**src/rtl/cordic_angle_reducer.sv**
```systemverilog
// rtl/cordic_angle_reducer.sv - reduces a Q3.29 angle to [-pi/2,pi/2] and paces starts into cordic_engine
// Optional one-entry pending buffer enabled by defining CORDIC_INBUF_EN.
module cordic_angle_reducer #(
  parameter int ENGINE_LAT = 34
) (
  input  logic        clk,
  input  logic        rst,
  input  logic [31:0] in_angle,
  input  logic        in_valid,
  output logic        in_ready,
  output logic [31:0] angle,
  output logic [1:0]  sign,
  output logic        angle_valid,
  output logic        res_valid,
  output logic        busy
);

  localparam int CW = $clog2(ENGINE_LAT);

  localparam logic signed [32:0] PI     = 33'sh06487ED51;
  localparam logic signed [32:0] PI_2   = 33'sh03243F6A9;
  localparam logic signed [32:0] TWO_PI = 33'sh0C90FDAA2;
  localparam logic signed [32:0] NEG_PI   = -PI;
  localparam logic signed [32:0] NEG_PI_2 = -PI_2;
  localparam logic [31:0] PI32     = 32'h6487ED51;
  localparam logic [31:0] NEG_PI32 = 32'h9B7812AF;

  typedef enum logic [2:0] {
    S_IDLE,
    S_WRAP,
    S_FOLD,
    S_ISSUE,
    S_WAIT
  } state_t;

  state_t             state_q, state_d;
  logic signed [32:0] a_q, a_d;
  logic [31:0]        angle_q, angle_d;
  logic [1:0]         sign_q, sign_d;
  logic [CW-1:0]      cnt_q, cnt_d;
  logic               accept;
`ifdef CORDIC_INBUF_EN
  logic [31:0]        buf_q, buf_d;
  logic               buf_full_q, buf_full_d;
`endif

  always_ff @(posedge clk or posedge rst) begin
    if (rst) begin
      state_q <= S_IDLE;
      a_q     <= '0;
      angle_q <= '0;
      sign_q  <= '0;
      cnt_q   <= '0;
`ifdef CORDIC_INBUF_EN
      buf_q      <= '0;
      buf_full_q <= 1'b0;
`endif
    end else begin
      state_q <= state_d;
      a_q     <= a_d;
      angle_q <= angle_d;
      sign_q  <= sign_d;
      cnt_q   <= cnt_d;
`ifdef CORDIC_INBUF_EN
      buf_q      <= buf_d;
      buf_full_q <= buf_full_d;
`endif
    end
  end

  always_comb begin
    state_d     = state_q;
    a_d         = a_q;
    angle_d     = angle_q;
    sign_d      = sign_q;
    cnt_d       = cnt_q;
    angle_valid = 1'b0;
    res_valid   = 1'b0;
`ifdef CORDIC_INBUF_EN
    buf_d       = buf_q;
    buf_full_d  = buf_full_q;
    // Registered empty flag only, so readiness never depends on in_valid.
    in_ready    = !buf_full_q;
`else
    in_ready    = (state_q == S_IDLE) || (state_q == S_WAIT && cnt_q == '0);
`endif
    accept      = in_valid && in_ready;

    case (state_q)
      S_IDLE: begin
        if (accept) begin
          a_d     = {in_angle[31], in_angle};
          state_d = S_WRAP;
        end
      end
      S_WRAP: begin
        if (a_q >= PI) begin
          a_d = a_q - TWO_PI;
        end else if (a_q < NEG_PI) begin
          a_d = a_q + TWO_PI;
        end
        state_d = S_FOLD;
      end
      S_FOLD: begin
        // Folded results always fit 32 bits, so modular 32-bit subtraction is exact.
        if (a_q > PI_2) begin
          angle_d = PI32 - a_q[31:0];
          sign_d  = 2'b01;
        end else if (a_q < NEG_PI_2) begin
          angle_d = NEG_PI32 - a_q[31:0];
          sign_d  = 2'b01;
        end else begin
          angle_d = a_q[31:0];
          sign_d  = 2'b00;
        end
        state_d = S_ISSUE;
      end
      S_ISSUE: begin
        angle_valid = 1'b1;
        cnt_d       = CW'(ENGINE_LAT - 1);
        state_d     = S_WAIT;
      end
      S_WAIT: begin
        if (cnt_q == '0) begin
          res_valid = 1'b1;
`ifdef CORDIC_INBUF_EN
          if (buf_full_q) begin
            a_d        = {buf_q[31], buf_q};
            buf_full_d = 1'b0;
            state_d    = S_WRAP;
          end else
`endif
          if (accept) begin
            a_d     = {in_angle[31], in_angle};
            state_d = S_WRAP;
          end else begin
            state_d = S_IDLE;
          end
        end else begin
          cnt_d = cnt_q - CW'(1);
        end
      end
      default: state_d = S_IDLE;
    endcase

`ifdef CORDIC_INBUF_EN
    // Angles arriving while the pipeline is occupied wait in the buffer.
    if (accept && state_q != S_IDLE && !(state_q == S_WAIT && cnt_q == '0)) begin
      buf_d      = in_angle;
      buf_full_d = 1'b1;
    end
`endif
  end

  assign angle = angle_q;
  assign sign  = sign_q;
  assign busy  = (state_q != S_IDLE);

endmodule

```
**config.mk**
```make
export PLATFORM = sky130hd
export DESIGN_NAME = cordic_angle_reducer
export DESIGN_NICKNAME = d
export VERILOG_FILES = /design/src/rtl/cordic_angle_reducer.sv
export SDC_FILE = /design/constraint.sdc
export NUM_CORES = 1
export LEC_CHECK = 0
export ABC_AREA = 1
export CORE_ASPECT_RATIO = 1.25
export CORE_UTILIZATION = 30
export DETAILED_ROUTE_END_ITERATION = 12
export GPL_TIMING_DRIVEN = 0
export SLEW_MARGIN = 25
export SYNTH_ARGS = -nofsm -noshare
export SYNTH_HDL_FRONTEND = slang
export SYNTH_SLANG_ARGS = --single-unit
```
**constraint.sdc**
```tcl
create_clock -name clk -period 8.4 [get_ports clk]
set_clock_uncertainty 0.1 [all_clocks]
set_input_delay 1.68 -clock clk [delete_from_list [all_inputs] [get_ports clk]]
set_output_delay 1.68 -clock clk [all_outputs]
set_load 0.01 [all_outputs]
```
==> results of run 1 <==
==> layout by cell type, fill, tap and decap left out, types with 3 or more instances in the layout <==
master / n
inv_1: 160
inv_2: 17
clkbuf_16: 9
a31oi_1: 4
o21ai_1: 4
and3_1: 3
buf_4: 10
nand3_1: 180
nand2_2: 9
clkbuf_1: 15
nand3_2: 4
clkdlybuf4s50_1: 71
nand4_1: 15
o21ai_0: 54
buf_2: 15
nor2_2: 7
nand3b_1: 9
a21oi_1: 72
nor2_4: 4
ha_1: 38
nor2_1: 165
clkinv_4: 3
dfrtp_1: 75
or2_2: 5
nand2_1: 623
buf_6: 10
o21bai_1: 9
xnor2_1: 4
nor3_1: 22
nor3_2: 3
==> area by class of cell <==
cell class | count | area [um^2] | share of cell area (%)
multi-input combinational | 1256 | 5840 | 57.4
sequential | 75 | 1880 | 18.4
inverter | 178 | 671 | 6.59
clock buffer | 10 | 229 | 2.25
buffer | 49 | 315 | 3.10
clock inverter | 6 | 66.3 | 0.652
tap | 355 | 444 | 4.36
timing repair buffer | 72 | 738 | 7.25
==> logic make-up (layout without fill, tap and decap cells) <==
| logic type | after synthesis | in the layout |
|---|---|---|
| AND/OR/NAND/NOR | 1057 | 1057 |
| buffers and inverters | 227 | 315 |
| AO/OA/AOI/OAI | 154 | 154 |
| flip-flops | 75 | 75 |
| adder cells (fa/ha/maj) | 39 | 39 |
| XOR/XNOR | 5 | 5 |
| other | 1 | 1 |
==> registers in the layout, summed over array words and instances, names as in the netlist <==
name	cells
a_q	33
angle	32
cnt_q	6
sign	1
state_q	3
==> per-stage QoR <==
step           instances  util [%]
3_5_place_dp        1985      34.7
4_1_cts             2001      35.7
2_1_floorplan       1558         -
6_report            2001      35.7
5_1_grt             2001      35.7
3_3_place_gp        1984      34.6
==> worst max-delay path: stages (launching register included) <==
cell and delay [ns]:
dfrtp_1 0.46, inv_1 0.24, nand2_1 0.08, nor2_1 0.24
nand2_1 0.18, nor2_1 0.12, nand3_1 0.16, nand3_2 0.16
nand2_4 0.21, inv_1 0.55, ha_1 0.40, or2_2 0.33
nand3b_1 0.10, nand2_1 0.13, nand2_1 0.10, nand2_1 0.12
nand3b_1 0.20, nand2_1 0.08, nand2_1 0.06, nand3_1 0.10
nand2_1 0.10, nand2_1 0.06, nand2_1 0.09
==> worst paths after layout <==
kind,to,slack [ns],from,depth (start not counted)
min,angle[16],0.37,angle[16],2
max,a_q[30],3.95,a_q[1],22
min reg2reg,angle[16],0.37,angle[16],2
min in group asynchronous,angle[23],1.57,rst,2
max reg2reg,a_q[30],3.95,a_q[1],22
max in group asynchronous,a_q[9],6.06,rst,3
==> per-layer routing <==
layer	vias to the layer above	part of all wire (%)	wire [um]	global-route usage [%]
li1	5143	-	-	-
met2	273	50	17400	44.8
met4	0	4.1	1430	11.5
met1	4710	42	14400	27.7
met3	60	3.7	1270	2.45
met5	-	0	0	0
==> metrics.txt, run 1 <==
die area between 0.02 and 0.03 mm^2; Root Buffer Master clkbuf_16; EDFF count, synth 0; TritonCTS clock tree built; Yosys Warn Count 0; adder-cell area share of the yosys netlist under 10%; routed vias about 10k; CTS buffer count 9; crit share post-route between 50% and 60%; PostCTS Resize Cnt 0; pre-CTS setup slack between 3 and 4 ns; Slew headroom between 30% and 40%; most common cell in the netlist nand2_1; Hold Crit Class register to register; status finished clean; XOR/XNOR Fraction of Synth Area less than 1%; Finished Cell Area 0.0102 mm^2; combinational family with the most area after synthesis simple AND/OR/NAND/NOR gates; crit path max fanout 19; average size of a mapped cell about 5.6 um^2; routed wire length around 35000 um; Yosys top cell area share about 27%; simple-gate area share of the yosys netlist between 50% and 60%; #FFs+latches synth between 70 and 80; DR vias/cell about 5.1; initial drt markers 697; gpl congestion between 0.9 and 1; post-synthesis mux area share 0%; fin worst setup slack 3.95 ns; proportion of layout cells with a drive suffix above 1 between 6 and 7%; die height slightly below 200 um; Clk Latency, worst-skew pair about 0.37 ns; DP Area 0.00988 mm^2; core area between 0.02 and 0.03 mm^2; Distinct cells, synth between 40 and 50; post-synth top area cell nand2_1; Max Buffers Root-to-Sink 2; RSZ-0062 raised after global routing false; initial antenna violation count 0; DRC Markers 0; main flop type after synthesis dfrtp_1; Initial DRT Pass Iterations 7; Cells after Synth around 1.6k; number of port buffers 71; critical path endpoint category register; global route overflow 0; Post-Syn Area around 0.0087 mm^2; final period demand of the worst path approximately 4.4 ns; top cells by area, synth nand2_1 27%, dfrtp_1 22%, nand3_1 10%; Total Nets Final roughly 1.7k; H-tree Lvls 3; area delta synth->final 17.0%; final setup violation count 0; post-DP HPWL ~29000 um; worst slew pin tran 0.977 ns; Setup TNS 0 ns; Post-Syn Nets between 1.5k and 2k; largest net degree at the start of global routing 43; worst path arrival time roughly 4.7 ns; Slew Viols, Final 0; Global Route Usage Sum 24.2%; Post-synth ARST share 100%; routed wire length per instance between 15 and 20 um; crit path kind register to register; Hold WS 0.374 ns; hold_buf cts 0; Post-CTS Setup Inserts 0; vias in the first global route around 9.8k; max cap viols 0; Die W roughly 150 um; Starting Density a little under a third; ANT cells 0; # IOs 73; CP Launch Type register; post-synthesis sequential area ratio between 20% and 30%; Max Clock Freq about 0.22 GHz; clock-pin slew on the worst setup and hold paths ~0.060 ns; first-pass GRT wire length ~54000 um; clock sink total between 70 and 80; Compound-Gate Fraction of Synth Area approximately a tenth; Post-synth top cells 623 x nand2_1, 180 x nand3_1, 165 x nor2_1; fillers about 3.2k; std cell rows 69; endpoints failing hold 0; number of nets with antenna violations after routing 0; CP required approximately 8.6 ns
Power of run 1 is not shown: default switching activity piles up to over one toggle a cycle in this logic, so the estimate is an artifact.
==> inputs of run 2 (changes only) <==
==> constraint.sdc (replaced) <==
create_clock -name clk -period 4 [get_ports clk]
set_clock_uncertainty 0.1 [all_clocks]
set_input_delay 0.8 -clock clk [delete_from_list [all_inputs] [get_ports clk]]
set_output_delay 0.8 -clock clk [all_outputs]
set_load 0.01 [all_outputs]
==> run 2 against run 1 <==
  * Flip-flop and latch count unchanged
  * Core utilization increased by 0.66 points
  * Hold slack about the same
  * Largest cell class unchanged
  * Highest routed layer unchanged
  * Wire length increased by 0.56%
==> metrics.txt, run 2 (synthesis gave the netlist of run 1 again) <==
status finished clean; proportion of layout cells with a drive suffix above 1 9.01% (+2.6 points); crit path kind register to register; hold depth 2 (unchanged); endpoints failing hold 0 (unchanged); fin util 36.4% (+0.66 points); ANT cells 0 (unchanged); Total Nets Final 1722 (+0.41%); first-pass GRT wire length 54400 um (+0.18%); RSZ-0062 raised after global routing true; final setup violation count 0 (unchanged); vias in the first global route 9831 (+0.39%); largest reg by FF count a_q; die area 0.0297 mm^2 (unchanged); Global Route Usage Sum 24.2% (+0.039 points); number of nets with antenna violations after routing 0 (unchanged); Initial DRT Pass Iterations 5 (-2); CP Launch Type register; Clk Latency, worst-skew pair 0.37 ns (about the same); largest net degree at the start of global routing 43 (unchanged); most frequent cells in the layout 615 x nand2_1, 177 x nand3_1, 155 x inv_1, 155 x nor2_1, 72 x a21oi_1; top sig layer met4; number of port buffers 71 (unchanged); CP required 4.16 ns (-4.44 ns); fillers 3231 (-0.49%); final period demand of the worst path 3.77 ns (-0.681 ns); area delta synth->final 19.2%; Register-to-Register Path Depth 22 (unchanged); number of flip-flops in the largest register 33 (unchanged); Max Clock Freq 0.265 GHz (+18%); die height 192 um (unchanged); clock sink total 75 (unchanged); global route overflow 0 (unchanged); routed vias 10.2k (+0.60%); hold_buf cts 0 (unchanged); post-DP HPWL 28500 um (unchanged); crit path max fanout 10 (-9); H-tree Lvls 3 (unchanged); initial drt markers 721 (+3.4%); TritonCTS clock tree built; clock-pin slew on the worst setup and hold paths 0.06 ns (about the same); M1 WL 14500 um (+0.33%); most frequent standard cell in the layout excluding fill and tap cells nand2_1; critical path endpoint category register; routed wire length per instance 17.3 um (+0.20%); Root Buffer Master clkbuf_16; Hold Crit Class register to register; fin cells 2008 (+0.35%); DR vias/cell 5.10 (+0.25%); register area 0.00188 mm^2 (+0.33%); Max Buffers Root-to-Sink 2 (unchanged); core area 0.0285 mm^2 (unchanged); Slew headroom 35.9% (+1.4 points); Die W 154 um (unchanged); placed cells 1985 (unchanged); CTS buffer count 9 (unchanged); worst slew pin tran 0.956 ns (-0.0208 ns); worst path arrival time 3.93 ns (-0.72 ns); max cap viols 0 (unchanged); gpl congestion 0.977 (unchanged); routed wire length 34800 um (+0.56%); routed wl met2 17500 um (+0.30%); crit share post-route 94.2% (+41 points); std cell rows 69 (unchanged); Slew Viols, Final 0 (unchanged); met3 wire len 1180 um (-7.5%); DRC Markers 0 (unchanged); # IOs 73 (unchanged); area of the multi-input gates 0.00595 mm^2 (+2.0%); initial antenna violation count 0 (unchanged); Starting Density 30.5% (unchanged)
## run 2: metrics by stage
stage / TNS, ns / setup WS (ns) / area, um^2 / hold WS, ns
2_1_floorplan: 0 / 0.674 / 8700 / 0.351
3_3_place_gp: -23.62 / -0.412 / 9850 / 0.362
3_5_place_dp: -5.99 / -0.434 / 9880 / 0.365
4_1_cts: 0 / 0.0254 / 10200 / 0.382
5_1_grt: -0.0214 / -0.0134 / 10400 / 0.391
6_report: 0 / 0.233 / 10400 / 0.374
## run 2: path summary, 6_finish.rpt
kind	start	endpoint	slack, ns
worst max-delay path	a_q[19]	a_q[29]	0.23
worst min-delay path	angle[16]	angle[16]	0.37
worst max register to register	a_q[19]	a_q[29]	0.23
worst min register to register	angle[16]	angle[16]	0.37
max in group asynchronous	rst	a_q[15]	2.52
min in group asynchronous	rst	angle[23]	0.69
## run 2: critical path: stages (launching register included)
cell and delay, ns:
dfrtp_1 0.40, clkbuf_4 0.23, nor2_4 0.15, nand2_2 0.13, o21ai_1 0.16, nor2_1 0.07
nor2_2 0.17, nand3_4 0.13, nand2_8 0.11, clkinvlp_4 0.15, buf_4 0.22, ha_2 0.39
nand2_2 0.11, nor2_2 0.14, inv_1 0.09, o21ai_0 0.34, a21oi_1 0.15, nand2_1 0.08
nand2_1 0.05, nand3_1 0.11, nand2_1 0.06, nand2_1 0.07, nand2_1 0.04
## run 2: layout make-up
class,instances,area share (%)
repair buffers,79,7.63
well taps,355,4.28
clock buffers,10,2.21
flip-flops and latches,75,18.2
multi-input cells,1256,57.4
plain buffers,49,3.14
clock inverters,6,0.640
inverters,178,6.51
## run 2: what timing repair did
item / CTS / global route
pin swaps: 1 / 4
gates cloned: 0 / 0
endpoints found under the hold margin: 0 / 0
setup endpoints to repair: 27 / 21
setup buffers: 5 / 2
resized for setup: 4 / 42
## run 2: per-layer routing
metal | global-route usage, % | vias to the layer above
met4 | 11.7 | 0
met1 | 27.8 | 4761
met2 | 44.9 | 264
met3 | 2.34 | 76
li1 | - | 5146
met5 | 0 | -
Power of run 2 is left out for the same reason.
